==> config.mk <==
export PLATFORM = sky130hd
export DESIGN_NAME = clk_rst_gen_flat
export DESIGN_NICKNAME = d
export VERILOG_FILES = /design/src/rtl/clk_rst_pkg.sv /design/src/rtl/clk_rst_gen_if.sv /design/src/rtl/clk_div_ch.sv /design/src/rtl/clk_rst_gen.sv /design/src/flat_wrapper.sv
export SDC_FILE = /design/constraint.sdc
export NUM_CORES = 1
export LEC_CHECK = 0
export ABC_AREA = 1
export BUFFER_PORTS_ARGS = -buffer_cell sky130_fd_sc_hd__buf_2
export CORE_ASPECT_RATIO = 0.5
export CORE_UTILIZATION = 52
export CTS_CLUSTER_SIZE = 8
export DETAILED_ROUTE_END_ITERATION = 8
export GPL_TIMING_DRIVEN = 0
export PLACE_DENSITY = 0.7
export SLEW_MARGIN = 15
export SYNTH_ARGS = -nofsm -noshare
export SYNTH_HDL_FRONTEND = slang
export SYNTH_SLANG_ARGS = --single-unit
==> constraint.sdc <==
create_clock -name clk -period 2.9 [get_ports clk]
set_input_delay 0.725 -clock clk [delete_from_list [all_inputs] [get_ports clk]]
set_output_delay 0.725 -clock clk [all_outputs]
set_load 0.05 [all_outputs]
==> src/rtl/clk_rst_pkg.sv <==
// Shared types and defaults for the clock-enable / reset generator.
package clk_rst_pkg;

    typedef enum logic [1:0] {
        RESET = 2'd0,
        SYNC  = 2'd1,
        HOLD  = 2'd2,
        RUN   = 2'd3
    } state_t;

    localparam int DIV_W_DEF = 24;

endpackage

==> src/rtl/clk_rst_gen_if.sv <==
// Divisor programming inputs and reset/enable outputs of clk_rst_gen.
interface clk_rst_gen_if
    import clk_rst_pkg::*;
#(
    parameter int NUM_CH = 2,
    parameter int DIV_W  = DIV_W_DEF
);
    logic [NUM_CH*DIV_W-1:0] div_in;
    logic [NUM_CH-1:0]       div_load;
    logic                    core_rst_n;
    logic                    rst_active;
    logic [NUM_CH-1:0]       tick;
    logic [NUM_CH-1:0]       clk_div;

    // master: the generator itself; slave: whoever programs it and consumes the enables
    modport master (
        input  div_in, div_load,
        output core_rst_n, rst_active, tick, clk_div
    );

    modport slave (
        output div_in, div_load,
        input  core_rst_n, rst_active, tick, clk_div
    );
endinterface

==> src/rtl/clk_div_ch.sv <==
// One programmable divider channel: tick pulse every D+1 clocks, clk_div toggles per tick.
module clk_div_ch #(
    parameter int DIV_W       = 24,
    parameter int DEFAULT_DIV = 131071
) (
    input  logic             clk,
    input  logic             rst_n,
    input  logic             en,
    input  logic [DIV_W-1:0] div_in,
    input  logic             load,
    output logic             tick,
    output logic             clk_div
);
    localparam logic [DIV_W-1:0] DEF = DIV_W'(DEFAULT_DIV);

    logic [DIV_W-1:0] cnt, d, shadow;
    logic             pending;
    logic             wrap;

    assign wrap = en && (cnt == d);

    always_ff @(posedge clk or negedge rst_n) begin
        if (!rst_n) begin
            cnt     <= '0;
            d       <= DEF;
            shadow  <= DEF;
            pending <= 1'b0;
            tick    <= 1'b0;
            clk_div <= 1'b0;
        end else begin
            // a load landing on the wrap edge is consumed there, so nothing stays pending
            if (load) begin
                shadow  <= div_in;
                pending <= !wrap;
            end else if (wrap) begin
                pending <= 1'b0;
            end

            if (!en) begin
                cnt  <= '0;
                tick <= 1'b0;
            end else if (wrap) begin
                cnt     <= '0;
                tick    <= 1'b1;
                clk_div <= ~clk_div;
                if (load)         d <= div_in;
                else if (pending) d <= shadow;
            end else begin
                cnt  <= cnt + 1'b1;
                tick <= 1'b0;
            end
        end
    end

endmodule

==> src/rtl/clk_rst_gen.sv <==
// Reset synchroniser + RESET/SYNC/HOLD/RUN sequencer feeding NUM_CH divider channels;
// core reset is held for HOLD_TICKS channel-0 ticks so core sees enables while in reset.
module clk_rst_gen
    import clk_rst_pkg::*;
#(
    parameter int SYNC_STAGES = 3,
    parameter int HOLD_TICKS  = 4,
    parameter int NUM_CH      = 2,
    parameter int DIV_W       = DIV_W_DEF,
    parameter int DEFAULT_DIV = 131071
) (
    input  logic          clk,
    input  logic          rst_n,
    clk_rst_gen_if.master bus
);
    localparam int HW = $clog2(HOLD_TICKS + 1);

    state_t                 state, state_nx;
    logic [SYNC_STAGES-1:0] sync_q, sync_d;
    logic [HW-1:0]          hold_cnt;
    logic                   core_rst_q;
    logic                   ch_en;
    logic [NUM_CH-1:0]      tick, clk_div;

    assign sync_d = {sync_q[SYNC_STAGES-2:0], 1'b1};

    always_ff @(posedge clk or negedge rst_n) begin
        if (!rst_n) sync_q <= '0;
        else        sync_q <= sync_d;
    end

    always_ff @(posedge clk or negedge rst_n) begin
        if (!rst_n) begin
            state      <= RESET;
            hold_cnt   <= '0;
            core_rst_q <= 1'b0;
        end else begin
            state      <= state_nx;
            core_rst_q <= (state_nx == RUN);
            if (state == HOLD && tick[0]) hold_cnt <= hold_cnt + 1'b1;
        end
    end

    // SYNC leaves on the edge that loads the last sync stage, hence the look at sync_d
    always_comb begin
        state_nx = state;
        case (state)
            RESET: state_nx = SYNC;
            SYNC:  if (sync_d[SYNC_STAGES-1]) state_nx = HOLD;
            HOLD:  if (sync_q[SYNC_STAGES-1] && tick[0] &&
                       hold_cnt == HW'(HOLD_TICKS - 1)) state_nx = RUN;
            RUN:   state_nx = RUN;
            default: state_nx = RESET;
        endcase
    end

    assign ch_en = (state == HOLD) || (state == RUN);

    for (genvar i = 0; i < NUM_CH; i++) begin : g_ch
        clk_div_ch #(
            .DIV_W       (DIV_W),
            .DEFAULT_DIV (DEFAULT_DIV)
        ) u_ch (
            .clk     (clk),
            .rst_n   (rst_n),
            .en      (ch_en),
            .div_in  (bus.div_in[i*DIV_W +: DIV_W]),
            .load    (bus.div_load[i]),
            .tick    (tick[i]),
            .clk_div (clk_div[i])
        );
    end

    assign bus.tick       = tick;
    assign bus.clk_div    = clk_div;
    assign bus.core_rst_n = core_rst_q;
    assign bus.rst_active = (state != RUN);

endmodule
==> src/flat_wrapper.sv <==
// flat-port wrapper written by rule: the top's interface ports become plain ports
module clk_rst_gen_flat import clk_rst_pkg::*;
#(
    parameter int SYNC_STAGES = 3,
    parameter int HOLD_TICKS  = 4,
    parameter int NUM_CH      = 2,
    parameter int DIV_W       = DIV_W_DEF,
    parameter int DEFAULT_DIV = 131071
)
  (clk, rst_n, bus_div_in, bus_div_load, bus_core_rst_n, bus_rst_active, bus_tick, bus_clk_div);
  clk_rst_gen_if #(.NUM_CH(NUM_CH), .DIV_W(DIV_W)) bus_i ();
  input  logic clk;
  input  logic rst_n;
  input wire logic [$bits(bus_i.div_in)-1:0] bus_div_in;
  input wire logic [$bits(bus_i.div_load)-1:0] bus_div_load;
  output wire logic [$bits(bus_i.core_rst_n)-1:0] bus_core_rst_n;
  output wire logic [$bits(bus_i.rst_active)-1:0] bus_rst_active;
  output wire logic [$bits(bus_i.tick)-1:0] bus_tick;
  output wire logic [$bits(bus_i.clk_div)-1:0] bus_clk_div;
  assign bus_i.div_in = bus_div_in;
  assign bus_i.div_load = bus_div_load;
  assign bus_core_rst_n = bus_i.core_rst_n;
  assign bus_rst_active = bus_i.rst_active;
  assign bus_tick = bus_i.tick;
  assign bus_clk_div = bus_i.clk_div;
  clk_rst_gen #(.SYNC_STAGES(SYNC_STAGES), .HOLD_TICKS(HOLD_TICKS), .NUM_CH(NUM_CH), .DIV_W(DIV_W), .DEFAULT_DIV(DEFAULT_DIV)) u_core (.clk(clk), .rst_n(rst_n), .bus(bus_i));
endmodule
==> results.toml <==
[clocking]
postCtsSetupRepairBufs = 0
cts_tree = "done"
clk_pin_slew_ns = 0.07
clkLatencyLatePin_ns = 0.44
clockRootBuffer = "clkbuf_16"
cts_resized = 0
cts.sinks = 159
clockBufferDepth = 2
cts-hold-fix-buffers = 0
htreeDepth = 4
numCtsBuffers = 17

[floorplan]
boundaryPins = 58
die_h_um = 93.6
initial_utilization = 0.532
die_w_um = 185
dieArea_mm2 = 0.0173
core-area_mm2 = 0.0164
rows = 33

[sta]
min_period_ns = 2.47
worstMarginPinSlew_ns = 0.611
hold_viol_final = 0
timing.fmax_mhz = 405
relSlewSlack = 0.593
hold_ws_ns = 0.196
maxSlewViolCount = 0
setup_viol = 0
skew_ns = 0.0127
fin_crit_sh = 0.851
rsz0062_at_grt = "no"

[synth]
synth_ff_type = "dfrtp_1"
netlist_instances = 1243
async_flop_share = 1.00
yosys_warnings = 0
synth-seq-cells = 159
yosysSeqAreaShare = 0.466
syn_area_mm2 = 0.00872
avgSynthCellArea_um2 = 7.01
ys_types = 26
synth_top_area_cell = "dfrtp_1"
synth-edff-count = 0
syn_nets = 1299
synth_top_area_share = 0.261
synth_area_leaders = "dfrtp_1 26%, nand2_1 23%, dfstp_2 20%"

[routing]
final_antenna_net_count = 0
first_iter_violations = 441
num_vias = 7417
wl_per_cell_um = 12.8
viasPerCell = 4.76
dr.pass1.iters = 7
drc = 2
wl_um = 20000

[worst_hold_path]
hold_path.class = "in2async"

[power]
power_density_mw_per_mm2 = 703
p_leak_uw = 0.00541
power.total_uw = 6950
ir_drop_v = 0.000422

[layout]
layoutNonFillerInstCount = 1558
area_growth_pct = 13.4
layout-drive-gt1-share = 0.148
final_area_mm2 = 0.00989
nNetsFinal = 1374
antenna_cells = 0

[setup_path]
crit_arrival_ns = 1.74
cp.required_ns = 2.17
worstSetupPathType = "reg2out"
reg2reg_depth = 8
r2r_end = "u_core.g_ch[0].u_ch.cnt[6]$_DFF_PN0_"
critPathCaptureType = "output port"
reg2reg_from = "u_core.g_ch[0].u_ch.cnt[1]$_DFF_PN0_"
rrSetupSlack_ns = 0.96
critPathMaxFanout = 10
cp-start-kind = "register"

[global_route]
grt-ovfl-total = 0
grt_max_degree = 106
grt_pass1_wl_um = 33900
grt_pass1_vias = 6981
track_usage = 0.252
antenna_found_initial = 0

[place]
placed_cell_area_mm2 = 0.00931
place.gp.congestion = 0.914
port_buffers = 55
place_hpwl_um = 14800
dp_cells = 1526

[job]
drv_cap = 0

[status]
violations = "design-rule violations"
status = "finished with violations"
critical path, stage by stage (launching register included):
cell      delay, ns
dfrtp_1        0.33
buf_4          0.14
clkbuf_1       0.48
nand2_1        0.11
buf_2          0.23
cell families (layout without fill, tap and decap cells):
| kind of cell | after synthesis | count (layout) | synth area share |
|---|---|---|---|
| other | 1 | 1 | 0.000430 |
| buffers and inverters | 222 | 310 | 0.104 |
| DFF | 159 | 159 | 0.466 |
| xor gates and xnor gates | 32 | 32 | 0.0322 |
| muxes | 1 | 1 | 0.00129 |
| adders and majority gates | 4 | 4 | 0.00574 |
| AOI/OAI and AO/OA | 14 | 14 | 0.00804 |
| and+or+nand+nor | 810 | 810 | 0.382 |
per-stage QoR:
step	util	worst slack [ns]	TNS [ns]
2_1_floorplan	-	1.13	0
5_1_grt	0.603	0.326	0
3_3_place_gp	0.566	-1.21	-127.26
3_5_place_dp	0.568	0.832	0
4_1_cts	0.603	0.412	0
6_report	0.603	0.431	0
synth_stat cells, drive strengths merged (7+ instances only):
| library cell | count |
|---|---|
| a21oi | 7 |
| buf | 22 |
| clkbuf | 16 |
| dfrtp | 91 |
| dfstp | 68 |
| inv | 184 |
| nand2 | 539 |
| nand3 | 111 |
| nand3b | 24 |
| nor2 | 118 |
| nor3 | 11 |
| o21ai | 7 |
| xnor2 | 7 |
| xor2 | 25 |
state kept, by name, summed over array words and instances, names as in the netlist:
signal	cells
u_core.bus.core_rst_n	1
u_core.g_ch.u_ch.clk_div	2
u_core.g_ch.u_ch.cnt	48
u_core.g_ch.u_ch.d	48
u_core.g_ch.u_ch.pending	2
u_core.g_ch.u_ch.shadow	48
u_core.g_ch.u_ch.tick	2
u_core.hold_cnt	3
u_core.state	2
u_core.sync_q	3
metal layers:
metal,share of wire,vias to the layer above,track usage
li1,-,3887,-
met2,0.44,185,0.406
met4,0.014,0,0.0737
met5,0,-,0
met1,0.50,3319,0.343
met3,0.048,26,0.0530
final cells by class:
type	count	area (um^2)
Buffer	38	214
Clock buffer	22	475
Clock inverter	10	98.8
Fill cell	1507	6500
Inverter	184	691
Multi-Input combinational cell	862	3750
Sequential cell	159	4060
Tap cell	227	284
Timing Repair Buffer	56	313
power breakdown:
| group | internal [uW] | leakage [uW] | switching [uW] |
|---|---|---|---|
| combinational | 640 | 0.00324 | 1070 |
| clock | 1270 | 0.000282 | 962 |
| sequential | 2670 | 0.00188 | 335 |
placed cells by master, fill, tap and decap left out, types with 3 or more instances in the layout:
| cell | count |
|---|---|
| buf_2 | 66 |
| inv_1 | 173 |
| inv_6 | 4 |
| nand2_2 | 3 |
| clkbuf_1 | 18 |
| dfstp_2 | 68 |
| xnor2_1 | 7 |
| xor2_1 | 25 |
| buf_4 | 6 |
| nand2_1 | 536 |
| dfrtp_1 | 91 |
| nor2_2 | 4 |
| clkbuf_16 | 18 |
| o21ai_0 | 7 |
| buf_6 | 4 |
| a21oi_1 | 7 |
| ha_1 | 4 |
| inv_2 | 11 |
| nand3b_1 | 24 |
| nand3_1 | 111 |
| nor2_1 | 112 |
| nor3_1 | 11 |
| nand4_1 | 6 |
how the worst max path moves through the flow:
stage / to / depth (start not counted) / start
6_report: bus_rst_active / 4 / u_core.state[1]$_DFF_PN0_
5_1_grt: bus_rst_active / 4 / u_core.state[1]$_DFF_PN0_
4_1_cts: bus_rst_active / 4 / u_core.state[1]$_DFF_PN0_
3_5_place_dp: u_core.g_ch[0].u_ch.d[22]$_DFFE_PN0P_ / 7 / bus_div_load[0]
3_3_place_gp: u_core.g_ch[0].u_ch.shadow[23]$_DFFE_PN0P_ / 1 / rst_n
2_1_floorplan: bus_rst_active / 3 / u_core.state[1]$_DFF_PN0_
Note: power is estimated with default switching activity, not from simulation.
